File: config.mk
export PLATFORM = sky130hd
export DESIGN_NAME = cordic_iter_ctrl
export DESIGN_NICKNAME = d
export VERILOG_FILES = /design/src/rtl/cordic_iter_ctrl.sv
export SDC_FILE = /design/constraint.sdc
export NUM_CORES = 1
export LEC_CHECK = 0
export CAP_MARGIN = 15
export CORE_ASPECT_RATIO = 0.5
export CORE_MARGIN = 2
export CORE_UTILIZATION = 60
export DETAILED_ROUTE_END_ITERATION = 12
export HOLD_SLACK_MARGIN = 0.06
export PLACE_DENSITY = 0.83
export SETUP_SLACK_MARGIN = 0.5
export SLEW_MARGIN = 10
export SYNTH_ARGS = -nofsm -noshare
export SYNTH_HDL_FRONTEND = slang
export SYNTH_SLANG_ARGS = --single-unit
File: constraint.sdc
create_clock -name clk -period 10.5 [get_ports clk]
set_input_delay 1.575 -clock clk [delete_from_list [all_inputs] [get_ports clk]]
set_output_delay 1.575 -clock clk [all_outputs]
set_load 0.01 [all_outputs]
File: src/rtl/cordic_iter_ctrl.sv
// cordic_iter_ctrl: sequential CORDIC engine. One X/Y/Z add-sub micro-rotation
// stage is reused for I clock cycles. Angles anywhere in [-pi, pi] are folded
// into the CORDIC convergence range first. In trig mode the X seed is 1/K, so
// the results have unit magnitude.
// All data is Q3.29 signed. Only N=32 is supported.
//
// Ports:
//   clk, rst           clock, synchronous active-high reset
//   in_valid/in_ready  request handshake (in_ready only while idle)
//   trig_rot           1: sin/cos of angle, 0: rotate (Xi,Yi) by angle
//   angle, Xi, Yi      request operands (Xi/Yi ignored in trig mode)
//   out_valid/out_ready result handshake
//   sin, cos           trig-mode results (0 in rotation mode)
//   Xr, Yr             rotation-mode results, scaled by K (0 in trig mode)
//   out_err            angle was outside [-pi, pi]; data outputs are 0
//   busy               engine is not idle
module cordic_iter_ctrl #(
    parameter int N     = 32,
    parameter int I     = 28,
    parameter int CNT_W = 5
) (
    input  logic                clk,
    input  logic                rst,
    input  logic                in_valid,
    output logic                in_ready,
    input  logic                trig_rot,
    input  logic signed [N-1:0] angle,
    input  logic signed [N-1:0] Xi,
    input  logic signed [N-1:0] Yi,
    output logic                out_valid,
    input  logic                out_ready,
    output logic signed [N-1:0] sin,
    output logic signed [N-1:0] cos,
    output logic signed [N-1:0] Xr,
    output logic signed [N-1:0] Yr,
    output logic                out_err,
    output logic                busy
);

    localparam logic signed [N-1:0] PI          = 32'sh6487ED51;
    localparam logic signed [N-1:0] NEG_PI      = 32'sh9B7812AF;
    localparam logic signed [N-1:0] HALF_PI     = 32'sh3243F6A9;
    localparam logic signed [N-1:0] NEG_HALF_PI = 32'shCDBC0957;
    localparam logic signed [N-1:0] INV_K       = 32'sh136E9DB4;

    typedef enum logic [1:0] {S_IDLE, S_FOLD, S_ITER, S_DONE} state_t;

    // atan(2^-idx) in Q3.29, rounded to nearest. From idx=10 on, the value
    // rounds to exactly 2^(29-idx).
    function automatic logic signed [N-1:0] atan_rom(input logic [CNT_W-1:0] idx);
        logic signed [N-1:0] v;
        case (idx)
            5'd0:    v = 32'sd421657428;
            5'd1:    v = 32'sd248918915;
            5'd2:    v = 32'sd131521918;
            5'd3:    v = 32'sd66762579;
            5'd4:    v = 32'sd33510843;
            5'd5:    v = 32'sd16771758;
            5'd6:    v = 32'sd8387925;
            5'd7:    v = 32'sd4194219;
            5'd8:    v = 32'sd2097141;
            5'd9:    v = 32'sd1048575;
            default: v = 32'sd524288 >>> (idx - 5'd10);
        endcase
        return v;
    endfunction

    state_t                state_q, state_d;
    logic [CNT_W-1:0]      cnt_q, cnt_d;
    logic                  trig_q, trig_d;
    logic signed [N-1:0]   x_q, x_d, y_q, y_d, z_q, z_d;
    logic signed [N-1:0]   sin_q, sin_d, cos_q, cos_d, xr_q, xr_d, yr_q, yr_d;
    logic                  err_q, err_d;

    // One micro-rotation; the direction follows the sign of the residual angle.
    logic signed [N-1:0]   x_sh, y_sh, x_rot, y_rot, z_rot, atan_i;
    logic                  d_neg;

    assign x_sh   = x_q >>> cnt_q;
    assign y_sh   = y_q >>> cnt_q;
    assign atan_i = atan_rom(cnt_q);
    assign d_neg  = z_q[N-1];
    assign x_rot  = d_neg ? (x_q + y_sh) : (x_q - y_sh);
    assign y_rot  = d_neg ? (y_q - x_sh) : (y_q + x_sh);
    assign z_rot  = d_neg ? (z_q + atan_i) : (z_q - atan_i);

    always_comb begin
        state_d = state_q;
        cnt_d   = cnt_q;
        trig_d  = trig_q;
        x_d     = x_q;
        y_d     = y_q;
        z_d     = z_q;
        sin_d   = sin_q;
        cos_d   = cos_q;
        xr_d    = xr_q;
        yr_d    = yr_q;
        err_d   = err_q;
        case (state_q)
            S_IDLE: begin
                if (in_valid) begin
                    trig_d  = trig_rot;
                    z_d     = angle;
                    x_d     = trig_rot ? INV_K : Xi;
                    y_d     = trig_rot ? '0 : Yi;
                    state_d = S_FOLD;
                end
            end
            S_FOLD: begin
                cnt_d = '0;
                if (z_q > PI || z_q < NEG_PI) begin
                    err_d   = 1'b1;
                    sin_d   = '0;
                    cos_d   = '0;
                    xr_d    = '0;
                    yr_d    = '0;
                    state_d = S_DONE;
                end else begin
                    // Rotating by (angle -/+ pi) and then negating the
                    // vector is the same as rotating by the angle itself.
                    if (z_q > HALF_PI) begin
                        z_d = z_q - PI;
                        x_d = -x_q;
                        y_d = -y_q;
                    end else if (z_q < NEG_HALF_PI) begin
                        z_d = z_q + PI;
                        x_d = -x_q;
                        y_d = -y_q;
                    end
                    state_d = S_ITER;
                end
            end
            S_ITER: begin
                x_d   = x_rot;
                y_d   = y_rot;
                z_d   = z_rot;
                cnt_d = cnt_q + CNT_W'(1);
                if (cnt_q == CNT_W'(I - 1)) begin
                    // Capture the final micro-rotation straight into the
                    // output registers of the active mode.
                    cos_d   = trig_q ? x_rot : '0;
                    sin_d   = trig_q ? y_rot : '0;
                    xr_d    = trig_q ? '0 : x_rot;
                    yr_d    = trig_q ? '0 : y_rot;
                    err_d   = 1'b0;
                    state_d = S_DONE;
                end
            end
            S_DONE: begin
                if (out_ready) begin
                    sin_d   = '0;
                    cos_d   = '0;
                    xr_d    = '0;
                    yr_d    = '0;
                    err_d   = 1'b0;
                    state_d = S_IDLE;
                end
            end
            default: state_d = S_IDLE;
        endcase
    end

    // Control and output registers: reset to idle with zeroed outputs.
    always_ff @(posedge clk) begin
        if (rst) begin
            state_q <= S_IDLE;
            cnt_q   <= '0;
            sin_q   <= '0;
            cos_q   <= '0;
            xr_q    <= '0;
            yr_q    <= '0;
            err_q   <= 1'b0;
        end else begin
            state_q <= state_d;
            cnt_q   <= cnt_d;
            sin_q   <= sin_d;
            cos_q   <= cos_d;
            xr_q    <= xr_d;
            yr_q    <= yr_d;
            err_q   <= err_d;
        end
    end

    // Working datapath registers: always reloaded on accept, so no reset.
    always_ff @(posedge clk) begin
        trig_q <= trig_d;
        x_q    <= x_d;
        y_q    <= y_d;
        z_q    <= z_d;
    end

    assign in_ready  = (state_q == S_IDLE);
    assign busy      = (state_q != S_IDLE);
    assign out_valid = (state_q == S_DONE);
    assign out_err   = err_q;
    assign sin       = sin_q;
    assign cos       = cos_q;
    assign Xr        = xr_q;
    assign Yr        = yr_q;

endmodule

==> out/summary.log, run 1 <==
[run_status] outcome finished, final reports clean
[yosys] leading area contributor after synthesis sky130_fd_sc_hd__edfxtp_1
[yosys] Net Count, Synth 3180
[worst_setup_path] worst flop-to-flop path startpoint cnt_q[1]
[route] post-detailed-routing wire length 87.4 mm
[layout] final core utilization 0.699
[clock_tree] CTS H-tree depth 1
[layout] Fill cells 3169
[route] number of design-rule violations left by the first detailed-router iteration 3274
[die] top-level I/O count 233
[clock_tree] clock tree from TritonCTS done
[grt] initial antenna violation count 3
[timing] timing-limited maximum frequency 128 MHz
[layout] area added between synthesis and finish 13.9%
[placed_design] half-perimeter wire length of the detailed placement result 64.1 mm
[flow_run] count of max-cap constraint violations 0
[die] starting utilization of the core area 0.613
[clock_tree] Clock transition at path regs 0.07 ns
[grt] total global routing track utilization 0.422
[route] number of DRC violations after detailed routing 0
[worst_setup_path] minimum setup slack among reg-to-reg paths 2.66 ns
[die] area of the placeable core 37700 sq um
[clock_tree] Root Driver sky130_fd_sc_hd__clkbuf_16
[timing] slew margin rel. 0.221
[timing] final critical-path share of the clock period 0.747
[clock_tree] latest clock arrival within the worst-skew pair 0.59 ns
[worst_setup_path] kind of end point of the critical path register
[yosys] post-synthesis sequential area ratio 0.244
[placed_design] weighted congestion at the end of routability-driven global placement 1.06
[worst_setup_path] data arrival time at the worst-slack endpoint 8.13 ns
[yosys] Post-Syn Area per Cell 7.81 sq um
[yosys] share of synthesized flip-flops with an asynchronous set or reset 0
[timing] final setup TNS 0 ns
[layout] area of the multi-input gates 16400 sq um
[yosys] library cells used by synthesis 95
[clock_tree] Bufs on Longest Clock Path 3
[yosys] Post-synth top cells sky130_fd_sc_hd__nor2_1 (376), sky130_fd_sc_hd__a21oi_1 (297), sky130_fd_sc_hd__nand2_1 (257)
[timing] actual slew at the worst max-slew pin 1.16 ns
[route] routed length per instance 24.5 um
[clock_tree] number of buffers added by the clock tree synthesis step 23
[grt] number of global-route vias before repair 22500
[yosys] library cell with the highest instance count after synthesis sky130_fd_sc_hd__nor2_1
[die] standard-cell row count 50
[worst_setup_path] worst-path maximum fanout 51
[route] Via Count 24400
[die] width of the chip 282 um
[clock_tree] Hold-fix buffers, CTS 0
[die] vertical extent of the die 143 um
[worst_setup_path] data required time at the worst endpoint 10.79 ns
[worst_hold_path] WHS Endpoint sin[29]
[yosys] synthesized instance count 2958
[timing] number of failing setup endpoints in the final timing report 0
[worst_setup_path] critical setup path kind reg -> reg
[timing] skew final 0.0276 ns
[clock_tree] Resize count post-CTS 0
[placed_design] buffers added on ports 232
[route] DRT Pass-1 Iters 9
[timing] final-layout worst hold slack 0.450 ns
[yosys] prevailing post-synth register cell sky130_fd_sc_hd__dfxtp_1
[yosys] post-synthesis cell area 23100 sq um
[clock_tree] number of post-CTS setup repair buffers 0
[route] antenna-violating nets left 0
[layout] ratio of cells with drive above 1 in the final layout 0.0670
[timing] RSZ-0062 raised after global routing false
[timing] post-layout minimum cycle time 7.84 ns
[layout] total area of sequential cells 5640 sq um
[grt] total overflow reported by the global router 0
[grt] largest net degree at the start of global routing 103
[yosys] Seq cells post-synth 233
[yosys] warning count from the yosys run 0
[route] vias per cell 6.85
[worst_setup_path] type of element launching the critical path register
[yosys] area share of the largest cell type after synthesis 0.126
[worst_hold_path] Hold/Removal Path Class reg -> reg
[worst_setup_path] cell depth of the worst flop-to-flop path 21
[worst_setup_path] Crit Reg-Reg Endpoint x_q[31]
[clock_tree] clock sink count 233
[yosys] top cells by area in the synthesized netlist sky130_fd_sc_hd__edfxtp_1 (13%), sky130_fd_sc_hd__dfxtp_1 (12%), sky130_fd_sc_hd__a21oi_1 (6.4%), sky130_fd_sc_hd__ha_1 (6.4%), sky130_fd_sc_hd__nor2_1 (6.1%)
[worst_hold_path] hold path startpoint sin[29]
[die] floorplan die area 40200 sq um
[yosys] number of synthesized flops with an enable pin 97
[worst_hold_path] cell depth of the worst hold path 2
[timing] number of pins exceeding their max-slew limit in the final report 0
[layout] number of nets in the finished design 3250
[timing] hold violation total from the final report 0
[grt] first-pass GRT wire length 131 mm
-- layout make-up --
class | count | share of cell area
flip-flops and latches | 233 | 0.214
inverters | 74 | 0.0106
clock inverters | 12 | 0.00718
multi-input cells | 2434 | 0.621
clock buffers | 30 | 0.0248
diodes | 2 | 0.000190
repair buffers | 262 | 0.0967
well taps | 520 | 0.0247
-- worst max-delay path, stage by stage (launching register included) --
cell and delay [ns]:
sky130_fd_sc_hd__dfxtp_4 0.81, sky130_fd_sc_hd__buf_4 0.58, sky130_fd_sc_hd__mux4_2 0.61, sky130_fd_sc_hd__mux2i_1 0.56
sky130_fd_sc_hd__nand2_1 0.13, sky130_fd_sc_hd__o221ai_1 0.18, sky130_fd_sc_hd__ha_1 0.28, sky130_fd_sc_hd__or3b_1 0.44
sky130_fd_sc_hd__nor2_1 0.19, sky130_fd_sc_hd__nor2_1 0.08, sky130_fd_sc_hd__xnor2_1 0.15, sky130_fd_sc_hd__ha_1 0.39
sky130_fd_sc_hd__and4_1 0.31, sky130_fd_sc_hd__nand2_1 0.07, sky130_fd_sc_hd__o21ai_0 0.70, sky130_fd_sc_hd__nand4_1 0.25
sky130_fd_sc_hd__a41o_1 0.32, sky130_fd_sc_hd__o21ai_0 0.28, sky130_fd_sc_hd__a21o_1 0.17, sky130_fd_sc_hd__a21oi_1 0.13
sky130_fd_sc_hd__xnor2_1 0.71, sky130_fd_sc_hd__o221ai_1 0.19
-- registers in the layout, summed over array words and instances (netlist names) --
signal	count
Xr	32
Yr	32
cos	32
sin	32
x_q	32
y_q	32
z_q	32
cnt_q	5
state_q	2
out_err	1
trig_q	1
-- layout by cell type (no fill, tap or decap), types with 96 or more instances in the layout --
| master | Yosys | final |
|---|---|---|
| sky130_fd_sc_hd__xor2_1 | 97 | 97 |
| sky130_fd_sc_hd__nand2_1 | 257 | 257 |
| sky130_fd_sc_hd__a21oi_1 | 297 | 296 |
| sky130_fd_sc_hd__nor2_1 | 376 | 375 |
| sky130_fd_sc_hd__ha_1 | 118 | 115 |
| sky130_fd_sc_hd__o21ai_0 | 146 | 146 |
| sky130_fd_sc_hd__xnor2_1 | 146 | 146 |
| sky130_fd_sc_hd__nor3_1 | 96 | 96 |
| sky130_fd_sc_hd__dfxtp_1 | 136 | 131 |
| sky130_fd_sc_hd__edfxtp_1 | 97 | 97 |
| sky130_fd_sc_hd__clkdlybuf4s50_1 | 0 | 231 |
-- cell families (layout without fill, tap and decap cells) --
kind of cell	after synthesis	after routing	synth area share
other cells	0	2	0
compound gates	871	871	0.241
fa+ha+maj	121	121	0.0665
buf+inv	291	378	0.0507
xor+xnor	243	243	0.0921
simple gates	1064	1064	0.217
flops	233	233	0.244
mux	135	135	0.0889
-- routing by layer --
metal | share of wire | vias to the layer above | wire length (um) | global-route usage
met4 | 0.041 | 0 | 3570 | 0.160
met2 | 0.43 | 1637 | 37400 | 0.648
met3 | 0.14 | 246 | 12000 | 0.115
met1 | 0.39 | 11500 | 34500 | 0.567
met5 | 0 | - | 0 | 0
li1 | - | 11000 | - | -
-- how the worst max path moves through the flow --
| stage | endpoint | cells after the start | startpoint | slack, ns |
|---|---|---|---|---|
| 5_1_grt | z_q[30] | 24 | cnt_q[0] | 2.27 |
| 3_5_place_dp | z_q[30] | 24 | cnt_q[1] | 2.98 |
| 3_3_place_gp | z_q[30] | 24 | cnt_q[1] | 3.05 |
| 4_1_cts | z_q[30] | 24 | cnt_q[1] | 2.94 |
| 6_report | x_q[31] | 21 | cnt_q[1] | 2.66 |
| 2_1_floorplan | z_q[30] | 28 | cnt_q[0] | 4.29 |
-- through the flow --
stage	cell area (sq um)	setup slack [ns]	cells
2_1_floorplan	23100	4.29	2958
3_3_place_gp	25500	3.05	3523
3_5_place_dp	25500	2.98	3523
4_1_cts	26300	2.94	3565
5_1_grt	26300	2.27	3565
6_report	26300	2.66	3567
Power of run 1 is left out: the tool's default activity adds up to more than one toggle a clock period on the data nets, which glitch-free logic cannot reach.
==> inputs of run 2 (changes only) <==
- CORE_UTILIZATION: 60 -> 54
- PLACE_DENSITY: 0.83 -> 0.79
- clock period: 10.5 -> 6.9 ns (I/O delays scaled with it)
==> run 2 against run 1 <==
Net effect:
- cell count is 4.1% higher
- sequential cell count unchanged
- sequential share of layout area decreased by 0.67 points
- critical path depth up 3
- clock-buffer cell count up 1
- core utilization is 5.3 points lower
- clock skew up 0.0030 ns
==> out/summary.log, run 2 (synthesized netlist as in run 1, its figures left out) <==
[layout] ratio of cells with drive above 1 in the final layout 0.0974
[timing] skew final 0.0306 ns
[route] post-detailed-routing wire length 97.4 mm
[route] routed length per instance 26.2 um
[worst_setup_path] CP top delay family compound AO/OA/AOI/OAI gates
[timing] final critical-path share of the clock period 0.883
[worst_hold_path] Hold/Removal Path Class reg -> reg
[clock_tree] Clock transition at path regs 0.07 ns
[layout] number of nets in the finished design 3335
[grt] total overflow reported by the global router 0
[route] vias per cell 6.75
[worst_setup_path] minimum setup slack among reg-to-reg paths 0.81 ns
[layout] Fill cells 3649
[die] area of the placeable core 42100 sq um
[die] floorplan die area 44600 sq um
[route] number of design-rule violations left by the first detailed-router iteration 3189
[worst_setup_path] data required time at the worst endpoint 7.19 ns
[layout] leading cell type in the layout, fill and taps excluded sky130_fd_sc_hd__nor2_1
[worst_setup_path] highest cell delay on the worst timing path 0.65 ns
[flow_run] count of max-cap constraint violations 0
[timing] hold violation total from the final report 0
[clock_tree] latest clock arrival within the worst-skew pair 0.59 ns
[placed_design] buffers added on ports 232
[worst_setup_path] worst-path maximum fanout 37
[worst_setup_path] critical setup path kind reg -> reg
[worst_setup_path] number of cells on the critical path 24
[route] antenna-violating nets left 0
[placed_design] weighted congestion at the end of routability-driven global placement 1.03
[layout] leading cell types in the layout, fill and taps excluded sky130_fd_sc_hd__nor2_1 (374), sky130_fd_sc_hd__a21oi_1 (294), sky130_fd_sc_hd__nand2_1 (257)
[die] starting utilization of the core area 0.549
[die] standard-cell row count 53
[timing] number of pins exceeding their max-slew limit in the final report 0
[worst_setup_path] start point of the critical path cnt_q[4]
[worst_setup_path] worst flop-to-flop path startpoint cnt_q[4]
[worst_setup_path] Crit Reg-Reg Endpoint x_q[31]
[route] Via Count 25100
[worst_setup_path] cell depth of the worst flop-to-flop path 24
[timing] final-layout worst hold slack 0.454 ns
[grt] number of global-route vias before repair 22900
[timing] final setup TNS 0 ns
[grt] first-pass GRT wire length 141 mm
[grt] total global routing track utilization 0.421
[timing] timing-limited maximum frequency 164 MHz
[worst_setup_path] kind of end point of the critical path register
[placed_design] half-perimeter wire length of the detailed placement result 73.2 mm
[clock_tree] Hold-fix buffers, CTS 0
[worst_setup_path] cell with the largest stage delay on the worst path sky130_fd_sc_hd__dfxtp_2
[worst_setup_path] worst path bufs/invs 3
[grt] largest net degree at the start of global routing 92
[worst_setup_path] cell-by-cell listing of the critical path buf_4, buf_4, nand2b_1, and2_1, o21a_1, a211o_1, nor4b_2, nand2_1, and4bb_2, buf_4, nand2_1, nor2_1, a21oi_1, xor2_1, ha_1, nand4_1, a21oi_1, o21ai_0, a41o_1, o21ai_0, a21o_1, a21oi_1, xnor2_1, o221ai_1
[grt] initial antenna violation count 5
[clock_tree] number of buffers added by the clock tree synthesis step 24
[worst_setup_path] Worst Setup EP x_q[31]
[die] width of the chip 297 um
[route] number of DRC violations after detailed routing 0
[route] DRT Pass-1 Iters 7
[run_status] outcome finished, final reports clean
[clock_tree] Root Driver sky130_fd_sc_hd__clkbuf_16
[timing] number of failing setup endpoints in the final timing report 0
[clock_tree] CTS H-tree depth 1
[die] vertical extent of the die 150 um
[clock_tree] Bufs on Longest Clock Path 3
[placed_design] dpl cell area 26200 sq um
[worst_setup_path] type of element launching the critical path register
[layout] post-route standard cell area excluding fillers 27200 sq um
[layout] area added between synthesis and finish 17.7%
[timing] post-layout minimum cycle time 6.09 ns
[timing] actual slew at the worst max-slew pin 1.24 ns
[timing] RSZ-0062 raised after global routing true
[clock_tree] clock sink count 233
[clock_tree] clock tree from TritonCTS done
[worst_setup_path] data arrival time at the worst-slack endpoint 6.39 ns
[timing] slew margin rel. 0.171
[die] top-level I/O count 233
[run 2: cell count changes in the layout (fill, tap and decap cells not counted), moves of 3 or more]
cell,before,now
sky130_fd_sc_hd__clkbuf_1,3,6
sky130_fd_sc_hd__a221oi_1,37,33
sky130_fd_sc_hd__clkbuf_8,3,0
sky130_fd_sc_hd__buf_4,31,109
sky130_fd_sc_hd__o221ai_2,1,6
sky130_fd_sc_hd__o221ai_1,17,12
sky130_fd_sc_hd__a221oi_2,0,4
sky130_fd_sc_hd__buf_12,0,3
sky130_fd_sc_hd__clkbuf_16,24,27
sky130_fd_sc_hd__clkinvlp_4,3,0
[run 2: through the flow]
step                      std cells  worst slack [ns]   util
after floorplan                2958             0.689      -
after global placement         3659             0.673  0.622
after detailed placement       3659             0.598  0.622
after CTS                      3703             0.556  0.641
after global routing           3708             0.416  0.646
final                          3712             0.806  0.646
[run 2: layer usage]
metal  GRT usage  wire, um  vias to the layer above
li1            -         -                    11200
met1       0.572     38800                    11800
met2       0.603     39300                     1700
met3       0.145     14200                      337
met4       0.180      4970                        2
met5      0.0133        80                        -
[run 2: what timing repair did]
| item | in CTS | in global routing |
|---|---|---|
| resized for setup | 0 | 26 |
| endpoints found under the setup margin | 0 | 53 |
| setup buffers | 0 | 3 |
[run 2: cell type report]
cell class	instances	area, sq um	share of cell area
clock inverters	13	151	0.00557
inverters	74	278	0.0102
clock buffers	31	648	0.0238
flip-flops and latches	233	5650	0.208
repair buffers	346	3270	0.120
well taps	577	722	0.0265
multi-input cells	2434	16500	0.606
diodes	4	10.0	0.000368
[run 2: worst reg2reg max path, cell delays in order (launching register included)]
cell and delay (ns):
sky130_fd_sc_hd__dfxtp_2 0.65, sky130_fd_sc_hd__buf_4 0.50, sky130_fd_sc_hd__buf_4 0.34, sky130_fd_sc_hd__nand2b_1 0.15
sky130_fd_sc_hd__and2_1 0.23, sky130_fd_sc_hd__o21a_1 0.12, sky130_fd_sc_hd__a211o_1 0.29, sky130_fd_sc_hd__nor4b_2 0.27
sky130_fd_sc_hd__nand2_1 0.17, sky130_fd_sc_hd__and4bb_2 0.35, sky130_fd_sc_hd__buf_4 0.15, sky130_fd_sc_hd__nand2_1 0.05
sky130_fd_sc_hd__nor2_1 0.18, sky130_fd_sc_hd__a21oi_1 0.11, sky130_fd_sc_hd__xor2_1 0.37, sky130_fd_sc_hd__ha_1 0.29
sky130_fd_sc_hd__nand4_1 0.13, sky130_fd_sc_hd__a21oi_1 0.15, sky130_fd_sc_hd__o21ai_0 0.19, sky130_fd_sc_hd__a41o_1 0.26
sky130_fd_sc_hd__o21ai_0 0.26, sky130_fd_sc_hd__a21o_1 0.17, sky130_fd_sc_hd__a21oi_1 0.08, sky130_fd_sc_hd__xnor2_1 0.23
sky130_fd_sc_hd__o221ai_1 0.15
[run 2: worst min path at each step]
stage	startpoint	to	slack, ns	cells past startpoint
final	sin[23]	sin[23]	0.45	2
after global routing	sin[9]	sin[9]	0.47	2
after CTS	sin[14]	sin[14]	0.46	2
after detailed placement	sin[23]	sin[23]	0.45	2
after global placement	cos[0]	cos[0]	0.44	2
after floorplan	cos[0]	cos[0]	0.48	2
Power of run 2 is left out for the same reason.
